==> config.mk <==
export PLATFORM = sky130hd
export DESIGN_NAME = riscv_nextpc_ctrl
export DESIGN_NICKNAME = d
export VERILOG_FILES = /design/src/rtl/riscv_npc_pkg.sv /design/src/rtl/riscv_nextpc_hold.sv /design/src/rtl/riscv_nextpc_ctrl.sv
export SDC_FILE = /design/constraint.sdc
export NUM_CORES = 1
export LEC_CHECK = 0
export CAP_MARGIN = 20
export CORE_MARGIN = 8
export CORE_UTILIZATION = 47
export DETAILED_ROUTE_END_ITERATION = 6
export PLACE_DENSITY = 0.88
export SYNTH_ARGS = -nofsm -noshare
export SYNTH_HDL_FRONTEND = slang
export SYNTH_HIERARCHICAL = 1
export SYNTH_SLANG_ARGS = --single-unit
==> constraint.sdc <==
create_clock -name i_riscv_npc_clk -period 9.6 [get_ports i_riscv_npc_clk]
set_input_delay 2.4 -clock i_riscv_npc_clk [delete_from_list [all_inputs] [get_ports i_riscv_npc_clk]]
set_output_delay 2.4 -clock i_riscv_npc_clk [all_outputs]
set_load 0.05 [all_outputs]
==> src/rtl/riscv_npc_pkg.sv <==
// Shared types and constants for the next-PC controller.
// Optional RISCV_NPC_RVC_EN selects halfword (compressed) alignment.
package riscv_npc_pkg;

  typedef enum logic [1:0] {
    ST_BOOT = 2'd0,
    ST_IDLE = 2'd1,
    ST_PEND = 2'd2
  } npc_state_e;

  typedef enum logic [1:0] {
    PRIO_SEQ  = 2'd0,
    PRIO_BR   = 2'd1,
    PRIO_XRET = 2'd2,
    PRIO_TRAP = 2'd3
  } npc_prio_e;

  localparam logic [63:0] KERNEL_PC_DEFAULT = 64'h0000_0000_8000_0000;

`ifdef RISCV_NPC_RVC_EN
  localparam logic [63:0] ALIGN_MASK = ~64'h1;
`else
  localparam logic [63:0] ALIGN_MASK = ~64'h3;
`endif

  function automatic logic [63:0] align_tgt(input logic [63:0] tgt);
    return tgt & ALIGN_MASK;
  endfunction

  function automatic logic is_misaligned(input logic [63:0] tgt);
    return (tgt & ~ALIGN_MASK) != 64'h0;
  endfunction

endpackage

==> src/rtl/riscv_nextpc_hold.sv <==
// Pending redirect register: holds target and priority while fetch is stalled,
// overwritten only by a redirect of equal or higher priority.
module riscv_nextpc_hold
  import riscv_npc_pkg::*;
#(
  parameter logic [63:0] KERNEL_PC = KERNEL_PC_DEFAULT
) (
  input  logic        clk,
  input  logic        rst_n,
  input  logic        capture_i,
  input  logic        offer_i,
  input  logic        clear_i,
  input  logic [63:0] new_target_i,
  input  npc_prio_e   new_prio_i,
  output logic [63:0] pend_target_o,
  output npc_prio_e   pend_prio_o,
  output logic        accept_o
);

  logic [63:0] target_q, target_d;
  npc_prio_e   prio_q, prio_d;

  assign accept_o = (new_prio_i != PRIO_SEQ) && (new_prio_i >= prio_q);

  always_comb begin
    // NOTE: default every comb output first so no path leaves it unassigned (latch).
    target_d = target_q;
    prio_d   = prio_q;
    if (clear_i) begin
      prio_d = PRIO_SEQ;
    end else if (capture_i || (offer_i && accept_o)) begin
      target_d = new_target_i;
      prio_d   = new_prio_i;
    end
  end

  always_ff @(posedge clk or negedge rst_n) begin
    // NOTE: state uses <= so every flop samples pre-edge values together.
    if (!rst_n) begin
      target_q <= KERNEL_PC;
      prio_q   <= PRIO_SEQ;
    end else begin
      target_q <= target_d;
      prio_q   <= prio_d;
    end
  end

  assign pend_target_o = target_q;
  assign pend_prio_o   = prio_q;

endmodule

==> src/rtl/riscv_nextpc_ctrl.sv <==
// Next-PC selection: boot vector, prioritised redirects, stall-time pending.
// Define RISCV_NPC_RVC_EN for compressed-instruction increments and alignment.
module riscv_nextpc_ctrl
  import riscv_npc_pkg::*;
#(
  parameter logic [63:0] KERNEL_PC = KERNEL_PC_DEFAULT
) (
  input  logic        i_riscv_npc_clk,
  input  logic        i_riscv_npc_rst_n,
  input  logic [63:0] i_riscv_npc_pc,
  input  logic        i_riscv_npc_fetch_stall,
  input  logic        i_riscv_npc_rvc,
  input  logic        i_riscv_npc_br_taken,
  input  logic [63:0] i_riscv_npc_br_target,
  input  logic        i_riscv_npc_trap,
  input  logic [63:0] i_riscv_npc_trap_vec,
  input  logic        i_riscv_npc_xret,
  input  logic [63:0] i_riscv_npc_xret_pc,
  output logic [63:0] o_riscv_npc_nextpc,
  output logic        o_riscv_npc_stallpc,
  output logic        o_riscv_npc_flush,
  output logic        o_riscv_npc_misalign
);

  npc_state_e  state_q, state_d;
  logic [63:0] incr, seq_pc, redir_tgt, pend_target;
  npc_prio_e   redir_prio, pend_prio;
  logic        redir_valid, br_misalign, accept;
  logic        capture, offer, clear;

`ifdef RISCV_NPC_RVC_EN
  assign incr = i_riscv_npc_rvc ? 64'd2 : 64'd4;
`else
  logic rvc_unused;
  assign rvc_unused = i_riscv_npc_rvc;
  assign incr       = 64'd4;
`endif

  assign seq_pc = i_riscv_npc_pc + incr;

  // A misaligned branch is dropped entirely rather than treated as a redirect.
  always_comb begin
    redir_prio  = PRIO_SEQ;
    redir_tgt   = seq_pc;
    br_misalign = 1'b0;
    if (i_riscv_npc_trap) begin
      redir_prio = PRIO_TRAP;
      redir_tgt  = align_tgt(i_riscv_npc_trap_vec);
    end else if (i_riscv_npc_xret) begin
      redir_prio = PRIO_XRET;
      redir_tgt  = align_tgt(i_riscv_npc_xret_pc);
    end else if (i_riscv_npc_br_taken) begin
      if (is_misaligned(i_riscv_npc_br_target)) begin
        br_misalign = 1'b1;
      end else begin
        redir_prio = PRIO_BR;
        redir_tgt  = i_riscv_npc_br_target;
      end
    end
  end

  assign redir_valid = (redir_prio != PRIO_SEQ);

  riscv_nextpc_hold #(.KERNEL_PC(KERNEL_PC)) u_hold (
    .clk           (i_riscv_npc_clk),
    .rst_n         (i_riscv_npc_rst_n),
    .capture_i     (capture),
    .offer_i       (offer),
    .clear_i       (clear),
    .new_target_i  (redir_tgt),
    .new_prio_i    (redir_prio),
    .pend_target_o (pend_target),
    .pend_prio_o   (pend_prio),
    .accept_o      (accept)
  );

  always_comb begin
    state_d              = state_q;
    o_riscv_npc_nextpc   = seq_pc;
    o_riscv_npc_stallpc  = 1'b0;
    o_riscv_npc_flush    = 1'b0;
    o_riscv_npc_misalign = 1'b0;
    capture              = 1'b0;
    offer                = 1'b0;
    clear                = 1'b0;
    case (state_q)
      ST_BOOT: begin
        o_riscv_npc_nextpc  = KERNEL_PC;
        o_riscv_npc_stallpc = 1'b1;
        state_d             = ST_IDLE;
      end
      ST_IDLE: begin
        o_riscv_npc_misalign = br_misalign;
        o_riscv_npc_stallpc  = i_riscv_npc_fetch_stall;
        if (redir_valid) begin
          o_riscv_npc_flush  = 1'b1;
          o_riscv_npc_nextpc = redir_tgt;
          if (i_riscv_npc_fetch_stall) begin
            capture = 1'b1;
            state_d = ST_PEND;
          end
        end
      end
      ST_PEND: begin
        o_riscv_npc_misalign = br_misalign;
        o_riscv_npc_flush    = accept;
        o_riscv_npc_nextpc   = accept ? redir_tgt : pend_target;
        if (i_riscv_npc_fetch_stall) begin
          o_riscv_npc_stallpc = 1'b1;
          offer               = 1'b1;
        end else begin
          clear   = 1'b1;
          state_d = ST_IDLE;
        end
      end
      default: begin
        o_riscv_npc_nextpc  = KERNEL_PC;
        o_riscv_npc_stallpc = 1'b1;
        state_d             = ST_BOOT;
      end
    endcase
  end

  always_ff @(posedge i_riscv_npc_clk or negedge i_riscv_npc_rst_n) begin
    if (!i_riscv_npc_rst_n) state_q <= ST_BOOT;
    else                    state_q <= state_d;
  end

endmodule
==> impl_metrics.tcl <==
set metrics [dict create \
    sw_frac_of_total_pct 48.6 \
    finalNonFillerCells 1734 \
    endpoint "o_riscv_npc_nextpc[21]" \
    cp_max_fo 18 \
    max_stage_delay_ps 640 \
    startpoint "i_riscv_npc_br_taken" \
    setup_violations 0 \
    synth_seq_area_share_pct 18.9 \
    holdWs_ps 503 \
    status "complete, no violations" \
    antenna_found_initial 7 \
    fin_nets 1760 \
    viasPerCell 6.61 \
    r2r-end "u_hold/pend_target_o[54]$_DFFE_PN0P_" \
    fin_skew_ps 4.00 \
    worstHoldPathType "register to register" \
    dp_slack_ps 786 \
    synth_top_area_share_pct 18.6 \
    setup_ws_ps 659 \
    crit_type "input port to output pin" \
    globalRouteTotalUtil_pct 34.1 \
    synth.area.top_cells "dfrtp_1, o32ai_2, nand2_1, inv_1, nor2_1" \
    r2r-start "state_q[0]$_DFFE_PN0P_" \
    powerDensity_nw_per_um2 220 \
    critPathBufInv 5 \
    async_flop_share_pct 100 \
    ys_seq_elements 68 \
    synth_cells 1231 \
    clkPwrFrac_pct 11.9 \
    drv_slew 0 \
    final_area_sq_um 13200 \
    drtAntennaViolNets 0 \
    maxCapViolations 0 \
    path_depth 14 \
    die-area_sq_um 23900 \
    num_io_pins 330 \
    reg2reg_slack_ps 6300 \
    clock.fmax_ghz 0.112 \
    hold_buffers 0 \
    avgSynthCellArea_sq_um 7.32 \
    seqPwrFrac_pct 17.1 \
    cpMostUsedCell "o21ai_0" \
    cp.arrival_ps 6540 \
    tns_ps 0 \
    grt_max_degree 75 \
    post_cts_buffers 0 \
    vias 11500 \
    clockBufferDepth 2 \
    gp_congestion 0.949 \
    syn2layout_area_growth_pct 46.6 \
    final.min_clock_period_ps 8940 \
    drc 0 \
    portBuffers 324 \
    power_switching_w 0.00141 \
    slew_headroom_pct 24.8 \
    synth_edf_count 0 \
    synth_common_cells "nand2_1, inv_1, nor2_1" \
    cts_tree "done" \
    synth_ff_type "dfrtp_1" \
    ys.warnings.count 6 \
    cts_root_buf "clkbuf_16" \
    drtPass1Iterations 7 \
    path_cells "clkdlybuf4s50_1, or3b_2, o21ai_0, inv_1, ha_1, nor3b_2, nor2_1, and3_1, nor2_2, inv_1, buf_12, o21ai_0, o21ai_0, buf_12" \
    rr_worst_depth 8 \
    cp_slowest_cell "inv_1" \
    cp-start-kind "input port" \
    syn-num-nets 1502 \
    grt_pass1_vias 11400 \
    dp.cells 1711 \
    combPwrFrac_pct 71.1 \
    h-tree-depth 3 \
    final_layout_size_suffix_gt1_share_pct 13.3 \
    path_clk_slew_ps 60 \
    end_kind "output pin" \
    initial_core_util_pct 48.0 \
    cp.required_ps 7200 \
    yosys.area.top_type "dfrtp_1" \
    hold_viol_final 0 \
    wl_per_cell_um 24.4 \
    ys_types 72 \
    cts_sinks 68 \
    netlist_area_sq_um 9010 \
    core_sq_um 18800 \
    dp_hpwl_mm 30.7 \
    cts_resized 0 \
    grt_overflow_total 0 \
    placed_area_sq_um 12900 \
    drtIter0Drc 1461 \
    num_rows 50 \
    grt_pass1_wl_mm 64.4 \
    p_int_w 0.00150 \
    synth_most_common_cell "nand2_1" \
    routed_wl_mm 42.3 \
    clk_latency_ps 350 \
    path_delay_family "buffers and inverters" \
    cts_made_buffers 9 \
    vdd_drop_max_mv 0.148 \
    rsz0062_at_grt "no" \
    period_share_pct 93.1 \
    chipWidth_um 154 \
    leakage_nw 5.26 \
    worst_pin_slew_ps 1130 \
    die_y_um 154 \
]
[power by group through the flow]
stage	clock [W]	combinational [W]	sequential, W
after floorplan	0	0.00114	0.000476
after CTS	0.000346	0.00204	0.000492
final	0.000345	0.00207	0.000496
after detailed placement	0	0.00203	0.000496
after global placement	0	0.00199	0.000489
after global routing	0.000358	0.00214	0.000509
[metrics by stage]
stage	total power (W)	utilization, %
floorplan	0.00162	-
finish	0.00291	70.4
CTS	0.00288	70.2
global route	0.00301	70.4
detailed placement	0.00253	68.7
global placement	0.00248	68.7
[layout by cell type (no fill, tap or decap), types with 7 or more instances in the layout]
cell / n
o32ai_2: 60
o221ai_1: 13
clkbuf_16: 9
a22oi_1: 14
nand3_1: 22
nor2b_1: 17
and4_1: 11
o311ai_0: 9
or3_1: 8
buf_4: 27
nand2_1: 189
dfrtp_1: 67
buf_12: 64
o211ai_1: 7
mux2i_1: 7
a221o_1: 22
o31ai_1: 23
o21ai_0: 47
and2_1: 17
xnor2_1: 24
nor2_1: 92
a22o_1: 15
o31a_1: 9
nand4_1: 34
nor4_1: 20
a221oi_1: 14
inv_1: 97
a211oi_1: 10
a21oi_1: 65
xor2_1: 22
o21a_1: 9
and3_1: 19
nor3_1: 29
clkdlybuf4s50_1: 258
ha_1: 8
or4_1: 11
a31oi_1: 14
nand2b_1: 21
[kinds of logic (layout without fill, tap and decap cells)]
| kind of cell | Yosys count | after routing | share of synthesized area, % |
|---|---|---|---|
| XOR/XNOR | 46 | 46 | 4.47 |
| AND/OR/NAND/NOR | 524 | 524 | 29.2 |
| buffers and inverters | 201 | 464 | 9.64 |
| other | 0 | 6 | 0 |
| adder cells (fa/ha/maj) | 8 | 8 | 1.11 |
| multiplexers | 13 | 13 | 1.57 |
| flip-flops | 68 | 68 | 18.9 |
| AO/OA/AOI/OAI | 371 | 371 | 35.1 |
[how the worst min path moves through the flow]
| stage | startpoint | end | slack [ps] | cells past startpoint |
|---|---|---|---|---|
| after floorplan | u_hold/pend_target_o[31]$_DFFE_PN1P_ | u_hold/pend_target_o[31]$_DFFE_PN1P_ | 470 | 2 |
| after global placement | u_hold/pend_target_o[31]$_DFFE_PN1P_ | u_hold/pend_target_o[31]$_DFFE_PN1P_ | 480 | 2 |
| after detailed placement | u_hold/pend_target_o[31]$_DFFE_PN1P_ | u_hold/pend_target_o[31]$_DFFE_PN1P_ | 490 | 2 |
| after CTS | u_hold/pend_target_o[31]$_DFFE_PN1P_ | u_hold/pend_target_o[31]$_DFFE_PN1P_ | 490 | 2 |
| after global routing | u_hold/pend_target_o[31]$_DFFE_PN1P_ | u_hold/pend_target_o[31]$_DFFE_PN1P_ | 530 | 2 |
| final | u_hold/pend_target_o[31]$_DFFE_PN1P_ | u_hold/pend_target_o[31]$_DFFE_PN1P_ | 500 | 2 |
[registers in the layout, indices dropped and copies added, names as in the netlist]
name,flops
u_hold/pend_prio_o,2
u_hold/pend_target_o,64
state_q,2
[layout make-up]
cell class,count,area (sq um)
multi-input cells,962,6460
fillers,1456,5560
repair buffers,349,4070
flip-flops and latches,68,1700
inverters,99,372
well taps,234,293
clock buffers,9,225
clock inverters,7,67.6
diodes,6,15.0
[routing by layer]
| metal | track usage (%) | up-vias | part of all wire, % |
|---|---|---|---|
| li1 | - | 5080 | - |
| met1 | 39.8 | 5387 | 37 |
| met2 | 55.6 | 833 | 46 |
| met3 | 8.97 | 161 | 11 |
| met4 | 19.7 | 2 | 5.3 |
| met5 | 0 | - | 0.035 |
[worst min-delay path: stages (launching register included)]
cell and delay, ps:
dfstp_2 370, nand2_1 60, o32ai_2 60
(Power assumes the default switching activity.)
==> RTL change (config.mk and constraints unchanged) <==
The 3 states of `npc_state_e` get a one-hot encoding in 3 bits.
--- a/src/rtl/riscv_npc_pkg.sv
+++ b/src/rtl/riscv_npc_pkg.sv
@@ -2,10 +2,10 @@
 // Optional RISCV_NPC_RVC_EN selects halfword (compressed) alignment.
 package riscv_npc_pkg;
 
-  typedef enum logic [1:0] {
-    ST_BOOT = 2'd0,
-    ST_IDLE = 2'd1,
-    ST_PEND = 2'd2
+  typedef enum logic [2:0] {
+    ST_BOOT = 3'b001,
+    ST_IDLE = 3'b010,
+    ST_PEND = 3'b100
   } npc_state_e;
 
   typedef enum logic [1:0] {
Function: no difference found for any inputs over 4 cycles, from zero or initial values and one cycle with i_riscv_npc_rst_n low; so few cycles prove little.
==> RTL change against the original RTL <==
  * The run now ends with DRC left
  * Clock skew rose by 4.9 ps
  * Sequential cell count up 1
  * Power fell by 25%
  * Combinational power is 36% lower
  * Final area is 7.2% lower
  * Synthesized area fell by 5.3%
  * Synthesized cell count fell by 8.8%
  * Fmax fell by 3.5%
  * Sequential share of layout area up 1.2 points
  * Routed wire length shrank 9.6%
  * Setup slack worse by 330 ps
  * Global-route usage decreased by 1.6 points
  * Sequential power increased by 3%
  * Critical path type unchanged
  * Critical endpoint is now o_riscv_npc_nextpc[24]
  * Largest cell class unchanged
  * Largest power group unchanged
==> RTL change: results (changes against the original RTL) <==
DR iter-0 viols -> 831 (was 1461)
Pin count of the biggest net entering global routing -> 70 (was 75)
WL final -> 38300 µm (was 42300 µm)
Met3 usage -> 8.75% (was 8.97%)
Clock buffer cells -> 10 (was 9)
Total Routing Usage GR -> 32.5% (was 34.1%)
Max incr delay on CP -> 510 ps (was 640 ps)
Clk_skew -> 8.89 ps (was 4.00 ps)
Netlist cell types -> 78 (was 72)
Met3 wire len -> 4320 µm (was 4850 µm)
Synthesis-stage register bit count -> 69 (was 68)
Flop+latch power -> 512 µW (was 496 µW)
RePlAce Congestion -> 0.928 (was 0.949)
Status -> complete, but fails checks (was finished clean)
Max stage delay cell, worst path -> or3b_2 (was inv_1)
# Taps -> 229 (was 234)
Drt drc -> 1 (was 0)
Met1 Use GR -> 37.4% (was 39.8%)
Dpl cell area -> 11900 µm² (was 12900 µm²)
Worst slack, placed -> 424 ps (was 786 ps)
Dpl hpwl -> 28200 µm (was 30700 µm)
Routing usage on met2 -> 53.8% (was 55.6%)
Seq/Total Area, Yosys -> 20.3% (was 18.9%)
Non-clk buf share -> 29.3% (was 30.8%)
Net count after synthesis -> 1390 (was 1502)
Crit Path Max Fanout -> 11 (was 18)
Failing checks -> DRC
Post-Syn Instances -> 1123 (was 1231)
Signal buffers -> 350 (was 349)
Dominant cells by area after synthesis -> dfrtp_1 20%, o32ai_2 11%, nand2_1 8.2%, nor2_1 4.2%, inv_1 4.0% (was dfrtp_1 19%, o32ai_2 11%, nand2_1 7.9%, inv_1 4.0%, nor2_1 3.9%)
Final setup margin -> 334 ps (was 659 ps)
Worst-Margin Slew -> 1040 ps (was 1130 ps)
Non-clock inverter total of the final layout -> 93 (was 99)
CP startpoint -> i_riscv_npc_br_target[0] (was i_riscv_npc_br_taken)
Filler Cell Count -> 1463 (was 1456)
Worst R2R Path Depth -> 7 (was 8)
Critical Path End -> o_riscv_npc_nextpc[24] (was o_riscv_npc_nextpc[21])
Final #Nets -> 1662 (was 1760)
R2R Path End -> u_hold/pend_target_o[22] (was u_hold/pend_target_o[54])
Top Layer Used -> met4 (was met5)
Final Core Density -> 68.5% (was 70.4%)
PD cells -> 179 nW/µm² (was 220 nW/µm²)
First-pass GRT wire length -> 57400 µm (was 64400 µm)
R2R Path Start -> state_q[1] (was state_q[0])
Wl on met1 -> 14000 µm (was 15600 µm)
FF/Latch Area -> 1730 µm² (was 1700 µm²)
Sw Ratio -> 46.8% (was 48.6%)
#MultiIn Comb -> 872 (was 962)
Post-route insts no fill -> 1630 (was 1734)
Critical path data arrival time -> 6870 ps (was 6540 ps)
Multi-input combinational area share -> 48.9% (about the same)
Final-layout clock-cell area share -> 2.46% (was 2.22%)
Number of diodes -> 1 (was 6)
Leakage -> 5.13 nW (was 5.26 nW)
[RTL change: cell count changes after synthesis, moves of 11 or more]
| cell | before | now |
|---|---|---|
| o31ai_1 | 23 | 5 |
| nor4_1 | 20 | 7 |
| xor2_1 | 22 | 36 |
| and2_1 | 18 | 7 |
| clkbuf_1 | 70 | 59 |
| nand4_1 | 34 | 20 |
[RTL change: cell families (layout without fill, tap and decap cells)]
logic type / count (synthesis) / count (layout) / share of synthesized area (%)
compound gates: 326 / 326 / 33.8
simple gates: 453 / 453 / 25.7
buf+inv: 182 / 459 / 9.84
mux: 28 / 28 / 3.47
xor+xnor: 61 / 61 / 6.35
fa+ha+maj: 4 / 4 / 0.586
flops: 69 / 69 / 20.3
other cells: 0 / 1 / 0
[RTL change: worst max-delay path: cells and delay by family]
family | cells | cell delay (ps)
and+or+nand+nor | 8 | 2140
buffers and inverters | 5 | 1360
AOI/OAI and AO/OA | 3 | 650
adders and majority gates | 1 | 300
